File: src/rtl/bist_pkg.sv
// rtl/bist_pkg.sv - shared state encoding, default polynomials and helpers for the multi-chain BIST
package bist_pkg;

  typedef enum logic [2:0] {
    ST_IDLE,
    ST_SHIFT,
    ST_CAPTURE,
    ST_UNLOAD,
    ST_COMPARE,
    ST_DONE
  } bist_state_e;

  localparam logic [15:0] DEF_LFSR_TAPS = 16'hB400;
  localparam logic [15:0] DEF_LFSR_SEED = 16'hACE1;
  localparam logic [15:0] DEF_MISR_TAPS = 16'hB400;

  function automatic int clog2(input int v);
    int r;
    for (r = 0; (1 << r) < v; r++) begin
    end
    return r;
  endfunction

endpackage

File: src/rtl/bist_controller_mc_if.sv
// rtl/bist_controller_mc_if.sv - bistmode pin and CUT scan port bundle
interface bist_controller_mc_if #(
  parameter int NUM_CHAINS = 4,
  parameter int MISR_W     = 16
);
  logic                  bistmode;
  logic [NUM_CHAINS-1:0] cut_sdo;
  logic                  cut_scanmode;
  logic [NUM_CHAINS-1:0] cut_sdi;
  logic                  bistdone;
  logic                  bistpass;
  logic [MISR_W-1:0]     signature;
  logic [15:0]           pattern_idx;

  modport master (
    output bistmode, cut_sdo,
    input  cut_scanmode, cut_sdi, bistdone, bistpass, signature, pattern_idx
  );

  modport slave (
    input  bistmode, cut_sdo,
    output cut_scanmode, cut_sdi, bistdone, bistpass, signature, pattern_idx
  );
endinterface

File: src/rtl/bist_controller_mc_lfsr_gen.sv
// rtl/bist_controller_mc_lfsr_gen.sv - Galois right-shift pattern LFSR with seed load
module lfsr_gen #(
  parameter int             W     = 16,
  parameter int             OUT_W = 4,
  parameter logic [W-1:0]   TAPS  = 16'hB400,
  parameter logic [W-1:0]   SEED  = 16'hACE1
) (
  input  logic             clk,
  input  logic             rst,
  input  logic             en_i,
  input  logic             load_i,
  output logic [OUT_W-1:0] lfsr_o
);
  logic [W-1:0] lfsr_q, lfsr_d;

  always_comb begin
    lfsr_d = lfsr_q;
    if (load_i) begin
      lfsr_d = SEED;
    end else if (en_i) begin
      lfsr_d = (lfsr_q >> 1) ^ (lfsr_q[0] ? TAPS : '0);
    end
  end

  always_ff @(posedge clk or negedge rst) begin
    if (!rst) begin
      lfsr_q <= SEED;
    end else begin
      lfsr_q <= lfsr_d;
    end
  end

  assign lfsr_o = lfsr_q[OUT_W-1:0];
endmodule

File: src/rtl/bist_controller_mc_misr_mi.sv
// rtl/bist_controller_mc_misr_mi.sv - multi-input signature register compacting all chain outputs
module misr_mi #(
  parameter int           W    = 16,
  parameter int           N    = 4,
  parameter logic [W-1:0] TAPS = 16'hB400
) (
  input  logic         clk,
  input  logic         rst,
  input  logic         en_i,
  input  logic         clr_i,
  input  logic [N-1:0] data_i,
  output logic [W-1:0] sig_o
);
  logic [W-1:0] misr_q, misr_d, data_ext;

  always_comb begin
    data_ext         = '0;
    data_ext[N-1:0]  = data_i;
    misr_d           = misr_q;
    if (clr_i) begin
      misr_d = '0;
    end else if (en_i) begin
      misr_d = {misr_q[W-2:0], 1'b0} ^ (misr_q[W-1] ? TAPS : '0) ^ data_ext;
    end
  end

  always_ff @(posedge clk or negedge rst) begin
    if (!rst) begin
      misr_q <= '0;
    end else begin
      misr_q <= misr_d;
    end
  end

  assign sig_o = misr_q;
endmodule

File: src/rtl/bist_controller_mc.sv
// rtl/bist_controller_mc.sv - multi-chain BIST sequencer: shift/capture/unload FSM, counters and golden compare
module bist_controller_mc
  import bist_pkg::*;
#(
  parameter int                NUM_CHAINS   = 4,
  parameter int                CHAIN_LEN    = 57,
  parameter int                NUM_PATTERNS = 2000,
  parameter int                LFSR_W       = 16,
  parameter logic [LFSR_W-1:0] LFSR_TAPS    = DEF_LFSR_TAPS,
  parameter logic [LFSR_W-1:0] LFSR_SEED    = DEF_LFSR_SEED,
  parameter int                MISR_W       = 16,
  parameter logic [MISR_W-1:0] MISR_TAPS    = DEF_MISR_TAPS,
  parameter logic [MISR_W-1:0] GOLDEN_SIG   = '0,
  parameter bit                LEARN_GOLDEN = 1'b1
) (
  input logic                 clk,
  input logic                 rst,
  bist_controller_mc_if.slave bus
);
  localparam int                CNT_W    = clog2(CHAIN_LEN);
  localparam logic [CNT_W-1:0]  CNT_LAST = CNT_W'(CHAIN_LEN - 1);
  localparam logic [15:0]       NP16     = 16'(NUM_PATTERNS);

  if (NUM_CHAINS < 1 || NUM_CHAINS > LFSR_W) begin : g_bad_lfsr_w
    $error("NUM_CHAINS must be 1..LFSR_W");
  end
  if (NUM_CHAINS > MISR_W) begin : g_bad_misr_w
    $error("NUM_CHAINS must not exceed MISR_W");
  end
  if (LFSR_SEED == '0) begin : g_bad_seed
    $error("LFSR_SEED must be non-zero");
  end
  if (NUM_PATTERNS < 1 || NUM_PATTERNS > 65535) begin : g_bad_np
    $error("NUM_PATTERNS must be 1..65535");
  end
  if (CHAIN_LEN < 2) begin : g_bad_len
    $error("CHAIN_LEN must be at least 2");
  end

  bist_state_e           state_q, state_d;
  logic [CNT_W-1:0]      shift_cnt_q, shift_cnt_d;
  logic [15:0]           pidx_q, pidx_d, pidx_inc;
  logic [MISR_W-1:0]     golden_q, golden_d;
  logic                  learned_q, learned_d;
  logic                  pass_q, pass_d;

  logic                  lfsr_en, lfsr_load, misr_en, misr_clr, scanmode;
  logic [NUM_CHAINS-1:0] sdi, lfsr_bits;
  logic [MISR_W-1:0]     misr;

  lfsr_gen #(
    .W(LFSR_W), .OUT_W(NUM_CHAINS), .TAPS(LFSR_TAPS), .SEED(LFSR_SEED)
  ) u_lfsr (
    .clk(clk), .rst(rst), .en_i(lfsr_en), .load_i(lfsr_load), .lfsr_o(lfsr_bits)
  );

  misr_mi #(
    .W(MISR_W), .N(NUM_CHAINS), .TAPS(MISR_TAPS)
  ) u_misr (
    .clk(clk), .rst(rst), .en_i(misr_en), .clr_i(misr_clr),
    .data_i(bus.cut_sdo), .sig_o(misr)
  );

  assign pidx_inc = (pidx_q == 16'hFFFF) ? pidx_q : pidx_q + 16'd1;

  // Every active state drops straight to IDLE with no stepping when bistmode falls.
  always_comb begin
    state_d     = state_q;
    shift_cnt_d = shift_cnt_q;
    pidx_d      = pidx_q;
    golden_d    = golden_q;
    learned_d   = learned_q;
    pass_d      = pass_q;
    lfsr_en     = 1'b0;
    lfsr_load   = 1'b0;
    misr_en     = 1'b0;
    misr_clr    = 1'b0;
    scanmode    = 1'b0;
    sdi         = '0;
    case (state_q)
      ST_IDLE: begin
        if (bus.bistmode) begin
          state_d     = ST_SHIFT;
          shift_cnt_d = '0;
          pidx_d      = '0;
          lfsr_load   = 1'b1;
          misr_clr    = 1'b1;
        end
      end
      ST_SHIFT: begin
        scanmode = 1'b1;
        sdi      = lfsr_bits;
        if (!bus.bistmode) begin
          state_d = ST_IDLE;
        end else begin
          lfsr_en = 1'b1;
          // Chains hold unknown data until the first pattern has been captured.
          misr_en = (pidx_q != 16'd0);
          if (shift_cnt_q == CNT_LAST) begin
            shift_cnt_d = '0;
            state_d     = ST_CAPTURE;
          end else begin
            shift_cnt_d = shift_cnt_q + 1'b1;
          end
        end
      end
      ST_CAPTURE: begin
        if (!bus.bistmode) begin
          state_d = ST_IDLE;
        end else begin
          pidx_d  = pidx_inc;
          state_d = (pidx_inc < NP16) ? ST_SHIFT : ST_UNLOAD;
        end
      end
      ST_UNLOAD: begin
        scanmode = 1'b1;
        if (!bus.bistmode) begin
          state_d = ST_IDLE;
        end else begin
          misr_en = 1'b1;
          if (shift_cnt_q == CNT_LAST) begin
            shift_cnt_d = '0;
            state_d     = ST_COMPARE;
          end else begin
            shift_cnt_d = shift_cnt_q + 1'b1;
          end
        end
      end
      ST_COMPARE: begin
        if (!bus.bistmode) begin
          state_d = ST_IDLE;
        end else begin
          if (LEARN_GOLDEN && !learned_q) begin
            golden_d  = misr;
            learned_d = 1'b1;
            pass_d    = 1'b1;
          end else begin
            pass_d = (misr == golden_q);
          end
          state_d = ST_DONE;
        end
      end
      ST_DONE: begin
        if (!bus.bistmode) begin
          state_d = ST_IDLE;
          pass_d  = 1'b0;
        end
      end
      default: state_d = ST_IDLE;
    endcase
  end

  always_ff @(posedge clk or negedge rst) begin
    if (!rst) begin
      state_q     <= ST_IDLE;
      shift_cnt_q <= '0;
      pidx_q      <= '0;
      golden_q    <= GOLDEN_SIG;
      learned_q   <= 1'b0;
      pass_q      <= 1'b0;
    end else begin
      state_q     <= state_d;
      shift_cnt_q <= shift_cnt_d;
      pidx_q      <= pidx_d;
      golden_q    <= golden_d;
      learned_q   <= learned_d;
      pass_q      <= pass_d;
    end
  end

  assign bus.cut_scanmode = scanmode;
  assign bus.cut_sdi      = sdi;
  assign bus.bistdone     = (state_q == ST_DONE);
  assign bus.bistpass     = (state_q == ST_DONE) && pass_q;
  assign bus.signature    = misr;
  assign bus.pattern_idx  = pidx_q;
endmodule

File: src/flat_wrapper.sv
// flat-port wrapper written by rule: the top's interface ports become plain ports
module bist_controller_mc_flat import bist_pkg::*;
#(
  parameter int                NUM_CHAINS   = 4,
  parameter int                CHAIN_LEN    = 57,
  parameter int                NUM_PATTERNS = 2000,
  parameter int                LFSR_W       = 16,
  parameter logic [LFSR_W-1:0] LFSR_TAPS    = DEF_LFSR_TAPS,
  parameter logic [LFSR_W-1:0] LFSR_SEED    = DEF_LFSR_SEED,
  parameter int                MISR_W       = 16,
  parameter logic [MISR_W-1:0] MISR_TAPS    = DEF_MISR_TAPS,
  parameter logic [MISR_W-1:0] GOLDEN_SIG   = '0,
  parameter bit                LEARN_GOLDEN = 1'b1
)
  (clk, rst, bus_bistmode, bus_cut_sdo, bus_cut_scanmode, bus_cut_sdi, bus_bistdone, bus_bistpass, bus_signature, bus_pattern_idx);
  bist_controller_mc_if #(.NUM_CHAINS(NUM_CHAINS), .MISR_W(MISR_W)) bus_i ();
  input logic clk;
  input logic rst;
  input wire logic [$bits(bus_i.bistmode)-1:0] bus_bistmode;
  input wire logic [$bits(bus_i.cut_sdo)-1:0] bus_cut_sdo;
  output wire logic [$bits(bus_i.cut_scanmode)-1:0] bus_cut_scanmode;
  output wire logic [$bits(bus_i.cut_sdi)-1:0] bus_cut_sdi;
  output wire logic [$bits(bus_i.bistdone)-1:0] bus_bistdone;
  output wire logic [$bits(bus_i.bistpass)-1:0] bus_bistpass;
  output wire logic [$bits(bus_i.signature)-1:0] bus_signature;
  output wire logic [$bits(bus_i.pattern_idx)-1:0] bus_pattern_idx;
  assign bus_i.bistmode = bus_bistmode;
  assign bus_i.cut_sdo = bus_cut_sdo;
  assign bus_cut_scanmode = bus_i.cut_scanmode;
  assign bus_cut_sdi = bus_i.cut_sdi;
  assign bus_bistdone = bus_i.bistdone;
  assign bus_bistpass = bus_i.bistpass;
  assign bus_signature = bus_i.signature;
  assign bus_pattern_idx = bus_i.pattern_idx;
  bist_controller_mc #(.NUM_CHAINS(NUM_CHAINS), .CHAIN_LEN(CHAIN_LEN), .NUM_PATTERNS(NUM_PATTERNS), .LFSR_W(LFSR_W), .LFSR_TAPS(LFSR_TAPS), .LFSR_SEED(LFSR_SEED), .MISR_W(MISR_W), .MISR_TAPS(MISR_TAPS), .GOLDEN_SIG(GOLDEN_SIG), .LEARN_GOLDEN(LEARN_GOLDEN)) u_core (.clk(clk), .rst(rst), .bus(bus_i));
endmodule
File: config.mk
export PLATFORM = sky130hd
export DESIGN_NAME = bist_controller_mc_flat
export DESIGN_NICKNAME = d
export VERILOG_FILES = /design/src/rtl/bist_pkg.sv /design/src/rtl/bist_controller_mc_if.sv /design/src/rtl/bist_controller_mc_lfsr_gen.sv /design/src/rtl/bist_controller_mc_misr_mi.sv /design/src/rtl/bist_controller_mc.sv /design/src/flat_wrapper.sv
export SDC_FILE = /design/constraint.sdc
export NUM_CORES = 1
export LEC_CHECK = 0
export ABC_CLOCK_PERIOD_IN_PS = 1800
export CAP_MARGIN = 5
export CORE_MARGIN = 4
export CORE_UTILIZATION = 51
export DETAILED_ROUTE_END_ITERATION = 10
export PLACE_DENSITY = 0.77
export SLEW_MARGIN = 20
export SYNTH_ARGS = -nofsm -noshare
export SYNTH_HDL_FRONTEND = slang
export SYNTH_SLANG_ARGS = --single-unit
File: constraint.sdc
create_clock -name clk -period 1.8 [get_ports clk]
set_input_delay 0.36 -clock clk [delete_from_list [all_inputs] [get_ports clk]]
set_output_delay 0.36 -clock clk [all_outputs]
set_load 0.02 [all_outputs]
==> flow_summary.ini <==
[die]
num_io_pins = 46
initial_utilization_pct = 53.5
fp.dieArea_mm2 = 0.00925
rows = 31
floorplan.die.height_um = 96.2
core_mm2 = 0.00741
die_w_um = 96.2

[clocking]
clk_pin_slew_ns = 0.08
cts_buffer_depth = 2
total_cts_buffers = 9
clock_insertion_delay_worst_skew_ns = 0.35
cts_max_level = 3
tritoncts = done
cts.sink_count = 75
cts_root_buf = clkbuf_8

[worst_setup_path]
path_delay_family = simple AND/OR/NAND/NOR gates
start_kind = register
crit_path_class = reg2reg
crit_path_max_incr_delay_ns = 0.45
crit-reg2reg-capture = u_core.state_q[1]$_DFFE_PN0P_
worstPathCellList = buf_6, and4_2, nand4_1, mux2i_1, nand2_1, a2111oi_2, a311oi_1
cp_slowest_cell = dfrtp_2
setup.worst_path.start = u_core.bus.pattern_idx[1]$_DFFE_PN0P_
cp-endpoint = u_core.state_q[1]$_DFFE_PN0P_
crit_required_ns = 2.02
reg2reg_setup_slack_ns = -0.15
critical_path_buf_inv_count = 1
wp_data_arrival_ns = 2.17
crit_cells = 7
crit_fanout = 6
r2r-start = u_core.bus.pattern_idx[1]$_DFFE_PN0P_
timing.critical_path.to_type = register
worst-r2r-cell-count = 7

[timing]
finalSetupViolations = 24
post_route_skew_ns = 0.00799
hold_viol = 0
max_slew_margin_pct = 67.6
setup_total_negative_slack_ns = -1.59
finalWorstPathRequiredPeriod_ns = 1.95
report.final.slew_viol_count = 0
postLayoutSetupSlackWorst_ns = -0.149
worst-slew-pin-transition_ns = 0.486
grt_setup_unrepaired = true
finalCritPeriodShare_pct = 108
achievable-frequency_ghz = 0.513

[final_layout]
final_layout_size_suffix_gt1_share_pct = 36.3
fill_cells = 482
nets = 527
diodes = 0
final_core_utilization_pct = 75.6
areaGrowthSynthToFinish_pct = 41.2
most-common-layout-cells = buf_4, dfrtp_1, nand2_1
layout_commonest_cell = buf_4
post-route-cell-area_mm2 = 0.00560

[route]
drt-pass1-iter-count = 5
num_vias = 3718
residual_drc_count = 0
drt_iter0_drc = 371
antenna_violating_nets_post_route = 0
route.detailed.vias_per_inst = 6.00
drt-wirelength-per-cell_um = 19.5
finalWirelength_mm = 12.1

[global_route]
groute.usage.overall_pct = 24.2
global_route_wire_length_before_repair_mm = 17.2
grt_pass1_vias = 3548
global_route.overflow_total = 0
grt_start_max_net_pins = 59
grt_antenna_before_repair = 0

[pwr]
vdd_drop_max_uv = 627
share_comb_of_total_power_pct = 7.7
power_frac_seq_pct = 50.7
p_per_area_mw_per_mm2 = 626
leakagePower_nw = 2.78
power.net_switching_mw = 0.857
pwr-share-clk_pct = 41.6
power_switching_share_pct = 24.4
internal-power_mw = 2.65

[synth]
count_of_flip_flops_with_a_built_in_enable_after_synthesis = 0
asyncSetResetFlopFracSynth_pct = 100
syn_inst = 397
synthesis.nets = 408
synth_warnings = 0
synthDistinctLibCells = 49
yosys_most_used_dff = dfrtp_1
netlist_area_mm2 = 0.00396
yosys_register_bits = 75
syn_area_per_cell_um2 = 9.98
share_of_synthesized_area_occupied_by_flip_flops_and_latches_pct = 47.6

[placement]
detailedPlace.worstSlack_ns = -0.219
globalplace.congestion = 0.942
hpwl_mm = 7.18
detailed_place.area_mm2 = 0.00505
placement.io_buffers = 45

[outcome]
failing_checks = negative setup slack
outcome = finished, violations left

[hold_path]
worstHoldPathType = in2async

[flow_run]
timing.max_cap.violations = 0
cells in the mapped netlist, types with 4 or more instances:
library cell  instances  share of area [%]
a21oi_1              12                1.5
dfrtp_1              67                 42
mux2_2               18                5.1
a21o_1                5               0.95
nor2_1               15                1.4
nor4_1                5               0.79
xnor2_1              18                4.0
buf_6                 4                1.1
nand3_1              31                3.9
o21ai_0              34                4.3
nand2_1              33                3.1
clkbuf_1             14                1.3
inv_1                16                1.5
nand4_1              11                1.7
ha_1                  4                1.3
a22o_1               10                2.2
o31ai_1               9                1.7
o22a_1                6                1.3
and3_1                8                1.3
nand2b_1              9                1.4
xor2_1               14                3.1
nor3_1                4               0.51
dfstp_2               8                5.3
and4_1                4               0.88
power by group through the flow:
stage	Combinational, mW	Clock [mW]	Sequential, mW
finish	0.268	1.46	1.78
global route	0.297	1.55	1.78
CTS	0.265	1.46	1.78
detailed placement	0.262	0	1.81
global placement	0.255	0	1.81
floorplan	0.133	0	1.80
repair_timing:
| item | in CTS | in global routing |
|---|---|---|
| pin swaps | 2 | 14 |
| resized for setup | 62 | 83 |
| hold endpoints to repair | 1 | 0 |
| setup endpoints to repair | 54 | 47 |
| setup buffers | 1 | 6 |
| gates cloned | 0 | 3 |
| hold buffers | 1 | 0 |
how the worst min path moves through the flow:
stage          from  slack (ns)                                    end
2_1_floorplan   rst        0.06  u_core.bus.pattern_idx[0]$_DFFE_PN0P_
3_3_place_gp    rst        0.17  u_core.bus.pattern_idx[8]$_DFFE_PN0P_
3_5_place_dp    rst        0.17  u_core.bus.pattern_idx[8]$_DFFE_PN0P_
4_1_cts         rst        0.35  u_core.bus.pattern_idx[8]$_DFFE_PN0P_
5_1_grt         rst        0.34  u_core.bus.pattern_idx[8]$_DFFE_PN0P_
6_report        rst        0.35  u_core.bus.pattern_idx[8]$_DFFE_PN0P_
logic make-up (layout without fill, tap and decap cells):
kind of cell,count (synthesis),after routing,synth area share (%)
compound gates,94,94,16.1
xor+xnor,32,32,7.07
fa+ha+maj,4,4,1.26
buf+inv,41,165,5.02
flops,75,75,47.6
mux,21,21,5.87
simple gates,130,130,17.1
registers in the layout (all words and copies together), names as in the netlist:
| name | flops |
|---|---|
| u_core.shift_cnt_q | 6 |
| u_core.pass_q | 1 |
| u_core.u_misr.sig_o | 16 |
| u_core.state_q | 3 |
| u_core.golden_q | 16 |
| u_core.u_lfsr.lfsr_q | 16 |
| u_core.learned_q | 1 |
| u_core.bus.pattern_idx | 16 |
cell type report:
cell class,count,area (um2),share of cell area (%)
tap,99,124,2.21
multi-input combinational,281,2120,37.9
clock buffer,10,128,2.28
sequential,75,1890,33.8
timing repair buffer,133,1180,21.2
inverter,16,62.6,1.12
clock inverter,6,87.6,1.56
through the flow:
step / hold slack, ns / total power, mW / std cells
after detailed placement: 0.171 / 2.07 / 593
after floorplan: 0.0644 / 1.94 / 397
after global placement: 0.174 / 2.06 / 593
after global routing: 0.341 / 3.63 / 620
final: 0.345 / 3.51 / 620
after CTS: 0.348 / 3.50 / 611
metal layers:
layer | track usage, % | wire (um)
met1 | 32.5 | 4950
met3 | 6.02 | 824
met2 | 38.9 | 6010
met5 | 0 | 0
met4 | 6.99 | 336
No activity file was read; power rests on OpenSTA's default activity.
